[src/rtl/eth_pkt_arbiter.sv]
// Packet-level round-robin arbiter: two input FIFOs (ports A/B) share one 34-bit output stream.
// Optional per-port drop counters are enabled by defining ETH_ARB_DROP_CNT_EN.
module eth_pkt_arbiter #(
    parameter int DEPTH = 16,
    parameter int AW    = 4,
    parameter int DW    = 34
) (
    input  logic          clk,
    input  logic          rstN,
    input  logic          a_wr_en,
    input  logic [DW-1:0] a_data_in,
    input  logic          b_wr_en,
    input  logic [DW-1:0] b_data_in,
    input  logic          out_ready,
    output logic          out_valid,
    output logic [DW-1:0] out_data,
    output logic          a_full,
    output logic          b_full,
    output logic          a_ovf,
    output logic          b_ovf,
`ifdef ETH_ARB_DROP_CNT_EN
    output logic [15:0]   a_drop_cnt,
    output logic [15:0]   b_drop_cnt,
`endif
    output logic          orphan_err
);

    localparam logic [AW:0]   FULL_CNT = (AW+1)'(DEPTH);
    localparam logic [AW:0]   CNT_ONE  = 1;
    localparam logic [AW-1:0] PTR_ONE  = 1;

    typedef enum logic [1:0] {
        IDLE    = 2'd0,
        GRANT_A = 2'd1,
        GRANT_B = 2'd2
    } state_t;

    state_t        state_reg;
    state_t        state_next;
    logic          last_grant_reg;  // 0 = A, 1 = B
    logic          xfer;

    logic [1:0]    wr_en;
    logic [1:0]    full;
    logic [1:0]    empty;
    logic [1:0]    ovf;
    logic [1:0]    pop;
    logic [1:0]    req;
    logic [1:0]    orphan;
    logic [DW-1:0] wr_data [2];
    logic [DW-1:0] head    [2];
`ifdef ETH_ARB_DROP_CNT_EN
    logic [15:0]   drop_cnt [2];
`endif

    assign wr_en      = {b_wr_en, a_wr_en};
    assign wr_data[0] = a_data_in;
    assign wr_data[1] = b_data_in;

    genvar gi;
    generate
        for (gi = 0; gi < 2; gi++) begin : g_fifo
            logic [DW-1:0] mem [DEPTH];
            logic [AW-1:0] wr_ptr_reg;
            logic [AW-1:0] rd_ptr_reg;
            logic [AW:0]   cnt_reg;
            logic          ovf_reg;
            logic          push;

            // Full comes from the registered count, so a pop in the same cycle does not free a slot.
            assign push        = wr_en[gi] && !full[gi];
            assign full[gi]    = (cnt_reg == FULL_CNT);
            assign empty[gi]   = (cnt_reg == '0);
            assign head[gi]    = mem[rd_ptr_reg];
            assign ovf[gi]     = ovf_reg;
            assign req[gi]     = !empty[gi] && head[gi][32];
            assign orphan[gi]  = (state_reg == IDLE) && !empty[gi] && !head[gi][32];

            always_ff @(posedge clk) begin
                if (push) begin
                    mem[wr_ptr_reg] <= wr_data[gi];
                end
            end

            always_ff @(posedge clk or negedge rstN) begin
                if (!rstN) begin
                    wr_ptr_reg <= '0;
                    rd_ptr_reg <= '0;
                    cnt_reg    <= '0;
                    ovf_reg    <= 1'b0;
                end else begin
                    if (push) begin
                        wr_ptr_reg <= wr_ptr_reg + PTR_ONE;
                    end
                    if (pop[gi]) begin
                        rd_ptr_reg <= rd_ptr_reg + PTR_ONE;
                    end
                    if (push && !pop[gi]) begin
                        cnt_reg <= cnt_reg + CNT_ONE;
                    end else if (!push && pop[gi]) begin
                        cnt_reg <= cnt_reg - CNT_ONE;
                    end
                    if (wr_en[gi] && full[gi]) begin
                        ovf_reg <= 1'b1;
                    end
                end
            end

`ifdef ETH_ARB_DROP_CNT_EN
            logic [15:0] drop_cnt_reg;

            always_ff @(posedge clk or negedge rstN) begin
                if (!rstN) begin
                    drop_cnt_reg <= '0;
                end else if (wr_en[gi] && full[gi] && (drop_cnt_reg != 16'hFFFF)) begin
                    drop_cnt_reg <= drop_cnt_reg + 16'd1;
                end
            end

            assign drop_cnt[gi] = drop_cnt_reg;
`endif
        end
    endgenerate

    // Orphaned heads are flushed in IDLE; granted FIFOs pop on each accepted word.
    assign pop[0] = orphan[0] || ((state_reg == GRANT_A) && !empty[0] && out_ready);
    assign pop[1] = orphan[1] || ((state_reg == GRANT_B) && !empty[1] && out_ready);
    assign xfer   = out_valid && out_ready;

    always_ff @(posedge clk or negedge rstN) begin
        if (!rstN) begin
            state_reg      <= IDLE;
            last_grant_reg <= 1'b1;
        end else begin
            state_reg <= state_next;
            if (xfer && out_data[33]) begin
                last_grant_reg <= (state_reg == GRANT_B);
            end
        end
    end

    always_comb begin
        state_next = state_reg;
        case (state_reg)
            IDLE: begin
                if (req[0] && req[1]) begin
                    state_next = last_grant_reg ? GRANT_A : GRANT_B;
                end else if (req[0]) begin
                    state_next = GRANT_A;
                end else if (req[1]) begin
                    state_next = GRANT_B;
                end
            end
            GRANT_A, GRANT_B: begin
                if (xfer && out_data[33]) begin
                    state_next = IDLE;
                end
            end
            default: state_next = IDLE;
        endcase
    end

    always_comb begin
        out_valid  = 1'b0;
        out_data   = '0;
        orphan_err = |orphan;
        case (state_reg)
            GRANT_A: begin
                out_valid = !empty[0];
                out_data  = head[0];
            end
            GRANT_B: begin
                out_valid = !empty[1];
                out_data  = head[1];
            end
            default: begin
                out_valid = 1'b0;
                out_data  = '0;
            end
        endcase
    end

    assign a_full = full[0];
    assign b_full = full[1];
    assign a_ovf  = ovf[0];
    assign b_ovf  = ovf[1];
`ifdef ETH_ARB_DROP_CNT_EN
    assign a_drop_cnt = drop_cnt[0];
    assign b_drop_cnt = drop_cnt[1];
`endif

endmodule

[config.mk]
export PLATFORM = sky130hd
export DESIGN_NAME = eth_pkt_arbiter
export DESIGN_NICKNAME = d
export VERILOG_FILES = /design/src/rtl/eth_pkt_arbiter.sv
export SDC_FILE = /design/constraint.sdc
export NUM_CORES = 1
export LEC_CHECK = 0
export CAP_MARGIN = 20
export CORE_UTILIZATION = 30
export DETAILED_ROUTE_END_ITERATION = 6
export GPL_TIMING_DRIVEN = 0
export MAX_ROUTING_LAYER = met4
export PLACE_DENSITY_LB_ADDON = 0.2
export SETUP_SLACK_MARGIN = 0.15
export SKIP_CTS_REPAIR_TIMING = 1
export SLEW_MARGIN = 20
export SYNTH_ARGS = -nofsm -noshare
export SYNTH_HDL_FRONTEND = slang
export SYNTH_SLANG_ARGS = --single-unit
[constraint.sdc]
create_clock -name clk -period 9 [get_ports clk]
set_clock_uncertainty 0.1 [all_clocks]
set_input_delay 1.35 -clock clk [delete_from_list [all_inputs] [get_ports clk]]
set_output_delay 1.35 -clock clk [all_outputs]
set_load 0.05 [all_outputs]
==> run_results.csv, run 1 <==
group,metric,value,unit
yosys,yosys.area_share.simple,1.59,%
yosys,yosysTopAreaCell,"edfxtp_1",
floorplan,ios,113,
cells_and_area,fin_nets,2326,
critical_path,cp.required,7.55,ns
sta,finalSetupViolations,0,
critical_path,crit_slowest_cell,"clkdlybuf4s50_1",
drt,dr_total_vias,20885,
placement,dp_hpwl,83900,um
placement,place_congestion,0.771,
drt,ant_nets,0,
critical_path,r2r_start,"g_fifo[0].rd_ptr_reg[0]",
floorplan,rows,139,
critical_path,cp_max_fo,10,
global_routing,grtUsageTotal,17.2,%
outcome,status,"finished with violations",
clock_network,root_buffer,"clkbuf_16",
critical_path,crit_top_cell,"buf_2",
placement,portBuffers,112,
yosys,synthArstFlopShare,2.77,%
yosys,syn_area,0.0434,mm^2
yosys,avgSynthCellArea,22.9,um^2
power_and_ir_drop,p_total,17.1,mW
placement,place_area,0.0490,mm^2
drt,first_iter_violations,1999,
cells_and_area,syn_to_final_growth,21.1,%
floorplan,die_w,383,um
clock_network,cts.clk_slew.worst_paths,0.06,ns
global_routing,grt_pass1_wl,171000,um
drt,via_per_inst,4.92,
global_routing,overflow,0,
floorplan,start_util,30.2,%
yosys,synth_top_family_by_area,"multiplexers",
yosys,synth_flop_cell,"edfxtp_1",
yosys,synth_xor_area_share,0.444,%
floorplan,core,0.144,mm^2
yosys,yosysWarningCount,0,
cells_and_area,final_layout_size_suffix_gt1_share,28.4,%
yosys,ys_seq_elements,1119,
hold_path,min_to,"b_ovf",
power_and_ir_drop,p_leak,16.5,nW
critical_path,crit_path_max_incr_delay,0.88,ns
critical_path,r2r_setup_slack,5.25,ns
sta,rsz0062_at_grt,"false",
sta,slew_headroom,21.6,%
yosys,ys_top_cells_by_area,"edfxtp_1, mux4_2, dfrtp_1",
sta,slew_viol_final,0,
cells_and_area,largest_register_ffs,1088,
critical_path,start_kind,"flop",
critical_path,arrival,5.46,ns
cells_and_area,final_cell_area,0.0526,mm^2
critical_path,critPathBufInv,5,
yosys,seq_area_frac_synth,77.0,%
floorplan,fp.dieH,383,um
sta,fmax,0.145,GHz
clock_network,cts-htree-levels,3,
critical_path,crit_family,"buffers and inverters",
clock_network,tritoncts,"done",
outcome,violations,"DRC",
hold_path,holdPathStages,1,
yosys,synth-edff-count,1088,
cells_and_area,num-fill-cells,13181,
cells_and_area,layout_commonest_cell,"edfxtp_1",
sta,timing.final.crit_share,76.8,%
drt,drc_errors,26,
clock_network,cts_sinks,1119,
hold_path,min-delay-start,"b_ovf",
drt,dr.pass1.iters,7,
yosys,synthCells,1895,
global_routing,first_global_vias,21882,
clock_network,clockBufferDepth,3,
yosys,synth_fa_ha_area_share,0.697,%
flow_run,cap_violations,0,
clock_network,clkLatencyLatePin,0.71,ns
critical_path,crit_chain,"buf_2, buf_2, buf_1, clkbuf_1, a211oi_1, a21oi_1, a22oi_1, nor2_1, clkdlybuf4s50_1",
yosys,syn_nets,1991,
cells_and_area,layout_common_cells,"edfxtp_1, mux4_2, clkbuf_16",
yosys,synth_mux_area_share,17.2,%
global_routing,antenna_found_initial,19,
power_and_ir_drop,power.density,326,mW/mm^2
critical_path,r2r_cells,17,
sta,finalHoldViolations,0,
global_routing,grt_start_max_net_pins,20,
power_and_ir_drop,vdd_drop_max,0.194,mV
clock_network,numCtsBuffers,115,
hold_path,min_path_type,"flop to flop",
sta,min_period,6.91,ns
sta,worst_slew_pin_slew,1.18,ns
critical_path,critPathCaptureType,"primary output",
yosys,synth_cell_types,46,
yosys,synth_compound_area_share,1.66,%
drt,drt-total-wl,121000,um
yosys,synth.top_cell.area_share,75.2,%
critical_path,rr_endpoint,"g_fifo[0].cnt_reg[4]",
drt,wl_per_cell,28.6,um
critical_path,critical_path_class,"flop to primary output",
floorplan,die_area,0.146,mm^2
==> report_power, final <==
part	leakage [nW]	switching [mW]	internal (mW)	total (mW)
Combinational	4.58	3.65	2.45	6.10
Sequential	10.2	0.136	6.30	6.44
Clock	1.75	1.98	2.61	4.59
==> worst max path at each step <==
stage / endpoint / depth (start not counted) / slack (ns) / from
finish: out_data[20] / 9 / 2.09 / g_fifo[0].rd_ptr_reg[1]
global route: out_data[20] / 9 / 1.82 / g_fifo[0].rd_ptr_reg[1]
CTS: out_data[20] / 9 / 1.93 / g_fifo[0].rd_ptr_reg[1]
detailed placement: out_data[20] / 9 / 2.70 / g_fifo[0].rd_ptr_reg[1]
global placement: g_fifo[1].mem[3][25] / 5 / -0.31 / b_wr_en
floorplan: g_fifo[0].mem[3][0] / 4 / 4.18 / a_wr_en
==> synth_stat cells, types with 2 or more instances <==
master	n
a211oi_1	16
a21o_1	6
a21oi_1	21
a22oi_1	40
and2_1	7
buf_1	15
buf_2	26
buf_4	4
buf_6	16
clkbuf_1	42
dfrtp_1	30
edfxtp_1	1088
fa_1	2
ha_1	21
inv_1	17
mux2_1	2
mux2_2	4
mux2i_1	39
mux4_2	311
nand2_1	28
nand2b_1	4
nand3_1	8
nand4_1	3
nor2_1	65
nor2b_1	21
nor3_1	10
nor3b_1	2
nor4_1	2
o21ai_0	7
o22ai_1	2
xnor2_1	15
xor2_1	7
==> metrics by stage <==
stage / setup TNS, ns / utilization (%) / instances / hold slack (ns) / worst slack (ns)
floorplan: 0 / - / 1895 / 0.379 / 4.18
global placement: -34.17 / 32.7 / 3910 / 0.343 / -0.310
detailed placement: 0 / 34.1 / 4015 / 0.348 / 2.70
CTS: 0 / 36.6 / 4229 / 0.364 / 1.93
global route: 0 / 36.6 / 4238 / 0.388 / 1.82
finish: 0 / 36.6 / 4241 / 0.358 / 2.09
==> layout make-up <==
class	instances	area [um^2]	area share, %
repair buffers	218	2950	5.60
flip-flops and latches	1119	33400	63.6
clock inverters	62	497	0.944
plain buffers	103	561	1.07
well taps	1903	2380	4.52
inverters	18	67.6	0.128
clock buffers	152	3100	5.89
multi-input cells	655	9600	18.2
diodes	11	27.5	0.0523
==> routing by layer <==
layer / track usage [%] / routed length (um)
met3: 3.35 / 6850
met4: 2.92 / 1910
met5: - / 0
met1: 22.3 / 51400
met2: 28.3 / 60900
==> cell families (layout without fill, tap and decap cells) <==
family	Yosys count	in the layout
buffers and inverters	121	553
AND/OR/NAND/NOR	151	151
other	0	11
multiplexers	356	356
flip-flops	1119	1119
adder cells (fa/ha/maj)	23	23
XOR/XNOR	22	22
AO/OA/AOI/OAI	103	103
(Power assumes the default switching activity.)
==> run 2, diff against run 1 <==
clock period = 6.2 ns   (was 9 ns; I/O delays follow)
==> run 2 against run 1 <==
The run still ends with DRC left. Sequential share of layout area is essentially flat. First-iteration DRC count shrank 3.3%. Clock power grew 45%.
==> run_results.csv, run 2 (synthesized netlist as in run 1, its figures left out) <==
group,metric,value,unit
outcome,status,"finished with violations",
outcome,violations,"DRC",
cells_and_area,num-fill-cells,13177,
clock_network,tritoncts,"done",
sta,timing.final.crit_share,96.1,%
floorplan,die_area,0.146,mm^2
critical_path,r2r_start,"g_fifo[0].rd_ptr_reg[0]",
drt,wl_per_cell,28.6,um
cells_and_area,layout_common_cells,"edfxtp_1, mux4_2, clkbuf_16",
floorplan,ios,113,
sta,finalHoldViolations,0,
clock_network,cts-htree-levels,3,
sta,setup_tns,0,ns
critical_path,r2r_cells,17,
placement,dp_hpwl,83900,um
sta,finalSetupViolations,0,
global_routing,antenna_found_initial,20,
cells_and_area,fin_nets,2325,
clock_network,clkLatencyLatePin,0.71,ns
drt,dr.pass1.iters,7,
floorplan,fp.dieH,383,um
drt,drc_errors,26,
sta,worst_slew_pin_slew,1.18,ns
placement,dp_slack,0.321,ns
global_routing,first_global_vias,21882,
drt,dr_total_vias,20891,
critical_path,rr_endpoint,"g_fifo[0].cnt_reg[4]",
global_routing,grt_pass1_wl,171000,um
clock_network,clockBufferDepth,3,
drt,drt-total-wl,121000,um
critical_path,arrival,4.93,ns
clock_network,numCtsBuffers,115,
clock_network,cts.clk_slew.worst_paths,0.06,ns
critical_path,crit_chain,"buf_2, buf_2, buf_2, buf_2, buf_4, mux2i_1, a21oi_2, a22oi_1, nor2_1, clkdlybuf4s50_1",
critical_path,r2r_setup_slack,2.46,ns
power_and_ir_drop,vdd_drop_max,0.282,mV
critical_path,crit_slowest_cell,"clkdlybuf4s50_1",
floorplan,start_util,30.2,%
placement,portBuffers,112,
critical_path,crit_top_cell,"buf_2",
sta,setup_ws,0.242,ns
sta,fmax,0.168,GHz
cells_and_area,layout_commonest_cell,"edfxtp_1",
cells_and_area,syn_to_final_growth,21.2,%
critical_path,critical_path_class,"flop to primary output",
floorplan,core,0.144,mm^2
cells_and_area,largest_register_ffs,1088,
critical_path,critPathCaptureType,"primary output",
global_routing,grtUsageTotal,17.2,%
drt,via_per_inst,4.93,
sta,slew_viol_final,0,
sta,rsz0062_at_grt,"true",
power_and_ir_drop,p_leak,16.5,nW
floorplan,die_w,383,um
critical_path,cp.required,5.17,ns
drt,ant_nets,0,
cells_and_area,fin_cells,4239,
global_routing,overflow,0,
floorplan,rows,139,
sta,slew_headroom,21.5,%
critical_path,crit_path_max_incr_delay,0.89,ns
hold_path,min_path_type,"input port to asynchronous set/reset pin",
placement,place_congestion,0.771,
clock_network,cts_sinks,1119,
global_routing,grt_start_max_net_pins,20,
critical_path,cp_max_fo,10,
flow_run,cap_violations,0,
critical_path,start_kind,"flop",
placement,dpl.cell_count,4015,
cells_and_area,final_layout_size_suffix_gt1_share,28.7,%
sta,min_period,5.96,ns
drt,first_iter_violations,1933,
clock_network,root_buffer,"clkbuf_16",
power_and_ir_drop,power.density,473,mW/mm^2
==> run 2: cell types whose count changed in the layout (fill, tap and decap cells not counted), sizes merged <==
| cell | before | now |
|---|---|---|
| diode | 11 | 10 |
| dlymetal6s2s | 0 | 1 |
| clkdlybuf4s50 | 111 | 110 |
| buf | 166 | 165 |
==> run 2: worst max-delay path by stage <==
stage	start	endpoint	cells past startpoint
detailed placement	g_fifo[0].rd_ptr_reg[1]	out_data[20]	9
global route	g_fifo[0].rd_ptr_reg[2]	out_data[20]	10
CTS	g_fifo[0].rd_ptr_reg[1]	out_data[20]	9
finish	g_fifo[0].rd_ptr_reg[2]	out_data[20]	10
floorplan	a_wr_en	g_fifo[0].mem[3][0]	4
global placement	b_wr_en	g_fifo[1].mem[3][25]	5
==> run 2: stage by stage <==
step	total power [mW]	utilization [%]	hold slack, ns	area [um^2]
6_report	24.9	36.7	0.0352	52700
5_1_grt	26.0	36.7	0.00674	52700
4_1_cts	25.2	36.6	-0.0212	52600
3_5_place_dp	18.5	34.1	0.348	49000
3_3_place_gp	18.1	32.7	0.343	46900
2_1_floorplan	14.7	-	0.379	43400
==> run 2: area by class of cell <==
cell class	count	area, um^2	share of cell area [%]
repair buffers	218	2950	5.60
multi-input cells	655	9640	18.3
clock inverters	62	497	0.943
plain buffers	102	558	1.06
flip-flops and latches	1119	33400	63.5
clock buffers	152	3100	5.89
diodes	10	25.0	0.0475
inverters	18	67.6	0.128
well taps	1903	2380	4.52
==> run 2: layer usage <==
| layer | vias to the layer above | wire, um | global-route usage [%] |
|---|---|---|---|
| met5 | - | 0 | - |
| met4 | 0 | 1960 | 2.92 |
| met3 | 144 | 6530 | 3.35 |
| met2 | 545 | 61000 | 28.3 |
| met1 | 11473 | 51700 | 22.3 |
| li1 | 8729 | - | - |
==> run 2: power breakdown <==
part / total, mW / switching [mW] / internal [mW]
sequential: 9.35 / 0.198 / 9.15
combinational: 8.92 / 5.34 / 3.58
clock: 6.67 / 2.88 / 3.79
==> run 2: worst max-delay path: cells and delay by family (launching register included) <==
family / cells / cell delay [ns]
buf+inv: 6 / 2.63
compound gates: 2 / 0.75
simple gates: 1 / 0.33
flops: 1 / 0.31
mux: 1 / 0.16
